## config.mk

```make
export PLATFORM = sky130hd
export DESIGN_NAME = vfu_mask_steer
export DESIGN_NICKNAME = d
export VERILOG_FILES = /design/src/rtl/vfu_mask_steer.sv
export SDC_FILE = /design/constraint.sdc
export NUM_CORES = 1
export LEC_CHECK = 0
export BUFFER_PORTS_ARGS = -buffer_cell sky130_fd_sc_hd__clkbuf_2
export CAP_MARGIN = 20
export CORE_MARGIN = 5
export CORE_UTILIZATION = 55
export CTS_CLUSTER_DIAMETER = 100
export DETAILED_ROUTE_END_ITERATION = 8
export PLACE_DENSITY = 0.75
export SLEW_MARGIN = 0
export SYNTH_ARGS = -nofsm -noshare
export SYNTH_HDL_FRONTEND = slang
export SYNTH_SLANG_ARGS = --single-unit
```

## constraint.sdc

```tcl
create_clock -name clk_i -period 8.8 [get_ports clk_i]
set_input_delay 0.88 -clock clk_i [delete_from_list [all_inputs] [get_ports clk_i]]
set_output_delay 0.88 -clock clk_i [all_outputs]
set_load 0.1 [all_outputs]
```

## src/rtl/vfu_mask_steer.sv

```systemverilog
// Per-lane mask steering: routes each mask-unit beat to valu or vmfpu in the
// issue order recorded by the lane sequencer (FIFO of {fu, beats}).
module vfu_mask_steer #(
   parameter int unsigned NrLanes      = 0,
   parameter int unsigned Depth        = 4,
   parameter int unsigned BeatCntWidth = 16,
   parameter int unsigned StrbWidth    = 8
) (
   input  logic                    clk_i,
   input  logic                    rst_ni,
   input  logic                    flush_i,
   input  logic                    reg_valid_i,
   output logic                    reg_ready_o,
   input  logic                    reg_fu_i,
   input  logic [BeatCntWidth-1:0] reg_beats_i,
   input  logic [StrbWidth-1:0]    mask_i,
   input  logic                    mask_valid_i,
   output logic                    mask_ready_o,
   output logic [StrbWidth-1:0]    alu_mask_o,
   output logic                    alu_mask_valid_o,
   input  logic                    alu_mask_ready_i,
   output logic [StrbWidth-1:0]    mfpu_mask_o,
   output logic                    mfpu_mask_valid_o,
   input  logic                    mfpu_mask_ready_i,
   output logic                    insn_done_o,
   output logic                    busy_o
);

   localparam int unsigned PtrW = (Depth > 1) ? $clog2(Depth) : 1;
   localparam int unsigned CntW = PtrW + 1;

   logic                    fu_q    [Depth];
   logic [BeatCntWidth-1:0] beats_q [Depth];

   logic [PtrW-1:0]         rptr_q, rptr_d;
   logic [PtrW-1:0]         wptr_q, wptr_d;
   logic [CntW-1:0]         cnt_q, cnt_d;
   logic [BeatCntWidth-1:0] beat_q, beat_d;

   logic                    empty_s;
   logic                    full_s;
   logic                    head_fu_s;
   logic [BeatCntWidth-1:0] head_beats_s;
   logic                    route_en_s;
   logic                    zero_head_s;
   logic                    hs_s;
   logic                    last_beat_s;
   logic                    push_s;
   logic                    pop_s;

   assign empty_s      = (cnt_q == {CntW{1'b0}});
   assign full_s       = (cnt_q == CntW'(Depth));
   assign head_fu_s    = fu_q[rptr_q];
   assign head_beats_s = beats_q[rptr_q];

   // Flush blanks every handshake in its cycle so nothing is consumed or retired.
   assign route_en_s  = !empty_s && !flush_i && (head_beats_s != {BeatCntWidth{1'b0}});
   assign zero_head_s = !empty_s && !flush_i && (head_beats_s == {BeatCntWidth{1'b0}});
   assign last_beat_s = ((beat_q + {{(BeatCntWidth-1){1'b0}}, 1'b1}) == head_beats_s);

   // Valids are derived from mask_valid_i only, never from FU ready.
   assign alu_mask_valid_o  = route_en_s && !head_fu_s && mask_valid_i;
   assign mfpu_mask_valid_o = route_en_s &&  head_fu_s && mask_valid_i;
   assign alu_mask_o        = mask_i;
   assign mfpu_mask_o       = mask_i;

   assign mask_ready_o = route_en_s && (head_fu_s ? mfpu_mask_ready_i : alu_mask_ready_i);
   assign hs_s         = mask_valid_i && mask_ready_o;
   assign pop_s        = zero_head_s || (hs_s && last_beat_s);
   assign insn_done_o  = pop_s;

   assign reg_ready_o = !full_s && !flush_i;
   assign push_s      = reg_valid_i && reg_ready_o;
   assign busy_o      = !empty_s;

   // Next-state for pointers, occupancy and the head beat counter.
   always_comb begin
      rptr_d = rptr_q;
      wptr_d = wptr_q;
      cnt_d  = cnt_q;
      beat_d = beat_q;
      if (flush_i) begin
         rptr_d = {PtrW{1'b0}};
         wptr_d = {PtrW{1'b0}};
         cnt_d  = {CntW{1'b0}};
         beat_d = {BeatCntWidth{1'b0}};
      end else begin
         if (push_s) begin
            wptr_d = wptr_q + {{(PtrW-1){1'b0}}, 1'b1};
         end else begin
            wptr_d = wptr_q;
         end
         if (pop_s) begin
            rptr_d = rptr_q + {{(PtrW-1){1'b0}}, 1'b1};
            beat_d = {BeatCntWidth{1'b0}};
         end else if (hs_s) begin
            beat_d = beat_q + {{(BeatCntWidth-1){1'b0}}, 1'b1};
         end else begin
            beat_d = beat_q;
         end
         case ({push_s, pop_s})
            2'b10:   cnt_d = cnt_q + {{(CntW-1){1'b0}}, 1'b1};
            2'b01:   cnt_d = cnt_q - {{(CntW-1){1'b0}}, 1'b1};
            default: cnt_d = cnt_q;
         endcase
      end
   end

   // Control state registers.
   always_ff @(posedge clk_i or negedge rst_ni) begin
      if (!rst_ni) begin
         rptr_q <= {PtrW{1'b0}};
         wptr_q <= {PtrW{1'b0}};
         cnt_q  <= {CntW{1'b0}};
         beat_q <= {BeatCntWidth{1'b0}};
      end else begin
         rptr_q <= rptr_d;
         wptr_q <= wptr_d;
         cnt_q  <= cnt_d;
         beat_q <= beat_d;
      end
   end

   // Entry storage, written at the tail on an accepted registration.
   always_ff @(posedge clk_i or negedge rst_ni) begin
      if (!rst_ni) begin
         for (int unsigned i = 0; i < Depth; i++) begin
            fu_q[i]    <= 1'b0;
            beats_q[i] <= {BeatCntWidth{1'b0}};
         end
      end else if (push_s) begin
         fu_q[wptr_q]    <= reg_fu_i;
         beats_q[wptr_q] <= reg_beats_i;
      end
   end

endmodule

```

After elaboration in Yosys (flattened, before gate mapping) --
Cells that the tools add are included.
Word-level totals: register bits 91, output and inout bits 22, logic and storage cells 73
Operators by class: add/subtract/negate cells 5, $lt $le $gt $ge 3, equality and inequality tests 4, multiplexer cells 22, bitwise operators 2, reduce and logical (&&, ||, !) cells 25
Operators by type and width (count):
- 16-bit two-way mux | 6
- 64-bit bitwise mux | 1
- 16-bit binary-select mux with 2-bit select | 1
- 16-bit demux with 2-bit select | 1
- 16-bit by 1-bit adder with 16-bit output (second input constant) | 1
- 16-bit == test | 1
- 16-bit zero test | 1
- 16-bit nonzero test | 1
- 1-bit logical AND | 13
- 2-bit two-way mux | 4
- 3-bit greater-or-equal comparator (second input constant) | 2
- 2-bit inverter with 3-bit output | 2
- 3-bit case mux with 2 select lines | 1
- 3-bit nonzero test | 2
- 2-bit by 1-bit adder with 2-bit output (second input constant) | 2
- 4-bit bitwise mux | 1
- 1-bit zero test | 4
- 1-bit two-way mux | 4
- 2-bit nonzero test | 2
- 3-bit by 1-bit adder with 3-bit output (second input constant) | 1
- 3-bit == test (second input constant) | 1
- 3-bit zero test | 1
- 3-bit by 1-bit less-than comparator with 1-bit output (second input constant) | 1
- 3-bit two-way mux | 1
- other kinds (6) | 6

Logic depth before layout (Yosys ltp) --
word-level depth 13, depth in mapped cells 14, gate-level depth less buffers 12

Worst setup path after synthesis --
No wires, ideal clock.
path type reg2out, from register rptr_q[1], to output port mask_ready_o, data arrival time 4237 ps, required time 7920 ps, slack 3683 ps, stages on the path, launching flop included 8, cell sequence dfrtp_1 buf_2 buf_2 mux4_2 nor2_1 nand4_1 nor2_1 nor4_1
Between the ends: word-level cells in the longest chain between the ends 7
Ends and longest elaborated chain:
- from (decl) | line 35 | logic [PtrW-1:0] rptr_q, rptr_d;
- from (signal assigned) | line 112 | rptr_q <= {PtrW{1'b0}};
- from (signal assigned) | line 117 | rptr_q <= rptr_d;
- 2-bit inverter with 3-bit output (not written as such) (*) | line 53, 54
- 16-bit binary-select mux with 2-bit select | line 54 | assign head_beats_s = beats_q[rptr_q];
- 16-bit two-way mux (not written as such) (2 in series) | line 54
- 16-bit nonzero test | line 57 | assign route_en_s = !empty_s && !flush_i && (head_beats_s != {BeatCntWidth{1'b0}});
- 1-bit logical AND | line 57
- 1-bit logical AND (*) | line 67 | assign mask_ready_o = route_en_s && (head_fu_s ? mfpu_mask_ready_i : alu_mask_ready_i);
- to (decl) | line 18 | output logic mask_ready_o,
Every way passes the cells marked *; elsewhere a longest branch is shown, timed or not. The select of a mux whose other input is x is not followed.

Final worst setup path --
from register rptr_q[1], to output port insn_done_o
Between the ends: word-level cells in the longest chain between the ends 10
Ends and longest elaborated chain:
- 2-bit inverter with 3-bit output (not written as such) (*) | line 53, 54
- 16-bit binary-select mux with 2-bit select | line 54
- 16-bit two-way mux (not written as such) (2 in series) | line 54
- 16-bit nonzero test | line 57
- 1-bit logical AND | line 57
- 1-bit logical AND | line 67
- 1-bit logical AND | line 68 | assign hs_s = mask_valid_i && mask_ready_o;
- 1-bit logical AND | line 69 | assign pop_s = zero_head_s || (hs_s && last_beat_s);
- 1-bit logical OR (*) | line 69
- to (decl) | line 25 | output logic insn_done_o,
Marked as above.

==> results.json <==
{
  "outcome": "finished, final reports clean",
  "synth_edf_count": 0,
  "final_util_pct": 58.7,
  "avgSynthCellArea_um2": 12.1,
  "drv_cap": 0,
  "io_buffers": 29,
  "synth_cells": 418,
  "cts.sinks": 91,
  "antenna_found_initial": 0,
  "hold_violations": 0,
  "drive_above_1_share_pct": 34.6,
  "ctsRootBufferMaster": "clkbuf_8",
  "setup_viol": 0,
  "skew_ns": 0.0117,
  "synth_warnings": 0,
  "n_fill_cell": 732,
  "post-route-period-util_pct": 53.2,
  "routed_via_density": 5.91,
  "p_per_area_nw_per_um2": 221,
  "cts_resized": 0,
  "fmax_ghz": 0.213,
  "tightest_slew_ns": 0.893,
  "start_util_pct": 55.4,
  "path_class": "flop to output port",
  "io-pin-count": 54,
  "p_comb_share_pct": 25.9,
  "ir_drop_uv": 127,
  "totalWireLength_um": 10000,
  "path_clk_slew_ns": 0.10,
  "die-area_um2": 11200,
  "wire_per_inst_um": 18.5,
  "switchingPower_w": 0.000359,
  "ys_async_sr_fraction_pct": 100,
  "setup_tns_ns": 0,
  "core_um2": 9110,
  "crit_path_max_fanout": 21,
  "num_rows": 35,
  "antenna_cells": 0,
  "synth.distinct_cells": 52,
  "finalCriticalPeriod_ns": 4.68,
  "cp.required_ns": 7.92,
  "cts_setup_buffers": 0,
  "crit_path_start_kind": "flop",
  "grt_max_degree": 92,
  "ctsLongestPathBuffers": 2,
  "drt_pass1_iterations": 5,
  "power.total_w": 0.00118,
  "grt_pass1_vias": 3373,
  "netSwitchingFraction_pct": 30.3,
  "pwr-share-clk_pct": 23.2,
  "grt_pass1_wl_um": 17000,
  "mostFrequentLayoutCell": "dfrtp_1",
  "slew_headroom_pct": 40.3,
  "die_y_um": 106,
  "syn_nets": 456,
  "regArea_um2": 2280,
  "hpwl_um": 7160,
  "clk_latency_ns": 0.38,
  "multi_input_area_um2": 2530,
  "ant_nets": 0,
  "grt-ovfl-total": 0,
  "yosys_most_used_dff": "dfrtp_1",
  "syn2layout_area_growth_pct": 5.97,
  "cts_buffers": 9,
  "cp-end-kind": "output port",
  "cts_hold_buf": 0,
  "drt_iter0_drc": 145,
  "nets": 464,
  "ys_seq_elements": 91,
  "rsz0062_at_grt": "false",
  "routabilityCongestion": 0.927,
  "yosysSeqAreaShare_pct": 45.1,
  "stdcell_area_um2": 5350,
  "arrival_ns": 3.80,
  "netlist_area_um2": 5050,
  "grtUsageTotal_pct": 19.4,
  "p_leak_nw": 2.27,
  "htree_levels": 3,
  "die_width_um": 106,
  "final_cell_mix": "dfrtp_1 (91), mux2_2 (69), clkbuf_2 (28)",
  "drc_errors": 0,
  "cts_tree": "done",
  "hold_path.class": "input pin to asynchronous set/reset pin",
  "internal_power_w": 0.000824,
  "place_area_um2": 5130,
  "vias": 3202,
  "maxSlewViolCount": 0,
  "p_seq_share_pct": 51.0
}
worst paths after layout:
path	start	end	slack (ns)	cells past startpoint
min in group clk_i	fu_q[1]	fu_q[1]	0.51	1
max	rptr_q[1]	insn_done_o	4.12	8
max reg2reg	rptr_q[1]	cnt_q[2]	4.71	11
min	rst_ni	beat_q[3]	0.37	1
min reg2reg	fu_q[1]	fu_q[1]	0.51	1
max in group asynchronous	rst_ni	beats_q[15]	7.80	2
power by group through the flow:
stage,combinational (W),clock [W],sequential (W)
2_1_floorplan,0.000283,0,0.000584
3_3_place_gp,0.000293,0,0.000604
3_5_place_dp,0.000307,0,0.000612
4_1_cts,0.000307,0.000284,0.000603
5_1_grt,0.000335,0.000300,0.000617
6_report,0.000306,0.000274,0.000603
routing by layer:
metal | track usage, % | vias to the layer above | routed length (um)
li1 | - | 1499 | -
met2 | 31.6 | 77 | 4960
met4 | 5.55 | 0 | 133
met3 | 5.27 | 15 | 533
met1 | 25.6 | 1611 | 4380
met5 | 0 | - | 0
logic make-up (layout without fill, tap and decap cells):
kind of cell | Yosys count | after routing | synth area share, %
AND/OR/NAND/NOR | 117 | 117 | 12.1
flip-flops | 91 | 91 | 45.1
multiplexers | 89 | 89 | 23.6
XOR/XNOR | 43 | 43 | 8.45
buffers and inverters | 42 | 55 | 4.78
AO/OA/AOI/OAI | 30 | 30 | 4.36
adder cells (fa/ha/maj) | 6 | 6 | 1.64
cells in the mapped netlist (2+ instances only):
cell type,instances,area [um^2]
dfrtp_1,91,2280
mux2_2,69,777
buf_2,4,20.0
buf_4,17,128
a211oi_1,2,15.0
nor3b_1,3,22.5
o21ai_0,5,25.0
xnor2_1,22,193
mux4_2,17,383
nor2_1,22,82.6
inv_1,8,30.0
and2_1,5,31.3
and4_1,2,17.5
ha_1,5,62.6
mux2i_1,3,30.0
xnor3_1,2,45.0
buf_6,2,22.5
and3_1,2,12.5
nand3_1,14,70.1
nor2_2,10,62.6
a31oi_1,2,12.5
nor3_1,11,55.1
or3_1,4,25.0
nand4_1,7,43.8
a21oi_1,6,30.0
nand2_1,24,90.1
nor4_1,8,50.1
clkbuf_1,11,41.3
xor2_1,17,149
stage by stage:
| stage | hold slack [ns] | setup WS [ns] | instances |
|---|---|---|---|
| final | 0.366 | 4.12 | 542 |
| after global routing | 0.370 | 3.89 | 542 |
| after CTS | 0.514 | 4.15 | 541 |
| after detailed placement | 0.490 | 4.57 | 525 |
| after global placement | 0.482 | 4.61 | 525 |
| after floorplan | 0.474 | 3.68 | 418 |
area by class of cell:
cell class	count	share of cell area, %
clock buffer	9	2.32
timing repair buffer	31	3.41
sequential	91	42.6
tap	111	2.60
inverter	8	0.561
clock inverter	7	1.26
multi-input combinational	285	47.3
registers in the layout, indices dropped and copies added (netlist names):
register	count
beat_q	16
cnt_q	3
wptr_q	2
fu_q	4
beats_q	64
rptr_q	2
critical path: stages, from the launching register on:
cell and delay [ns]:
dfrtp_1 0.92, mux4_2 0.45, or3_1 0.43, and4b_1 0.21, a211oi_1 0.23, nor4_2 0.10
a31oi_2 0.60, inv_1 0.08, clkbuf_2 0.39
Power figures use the tool's default switching activity.
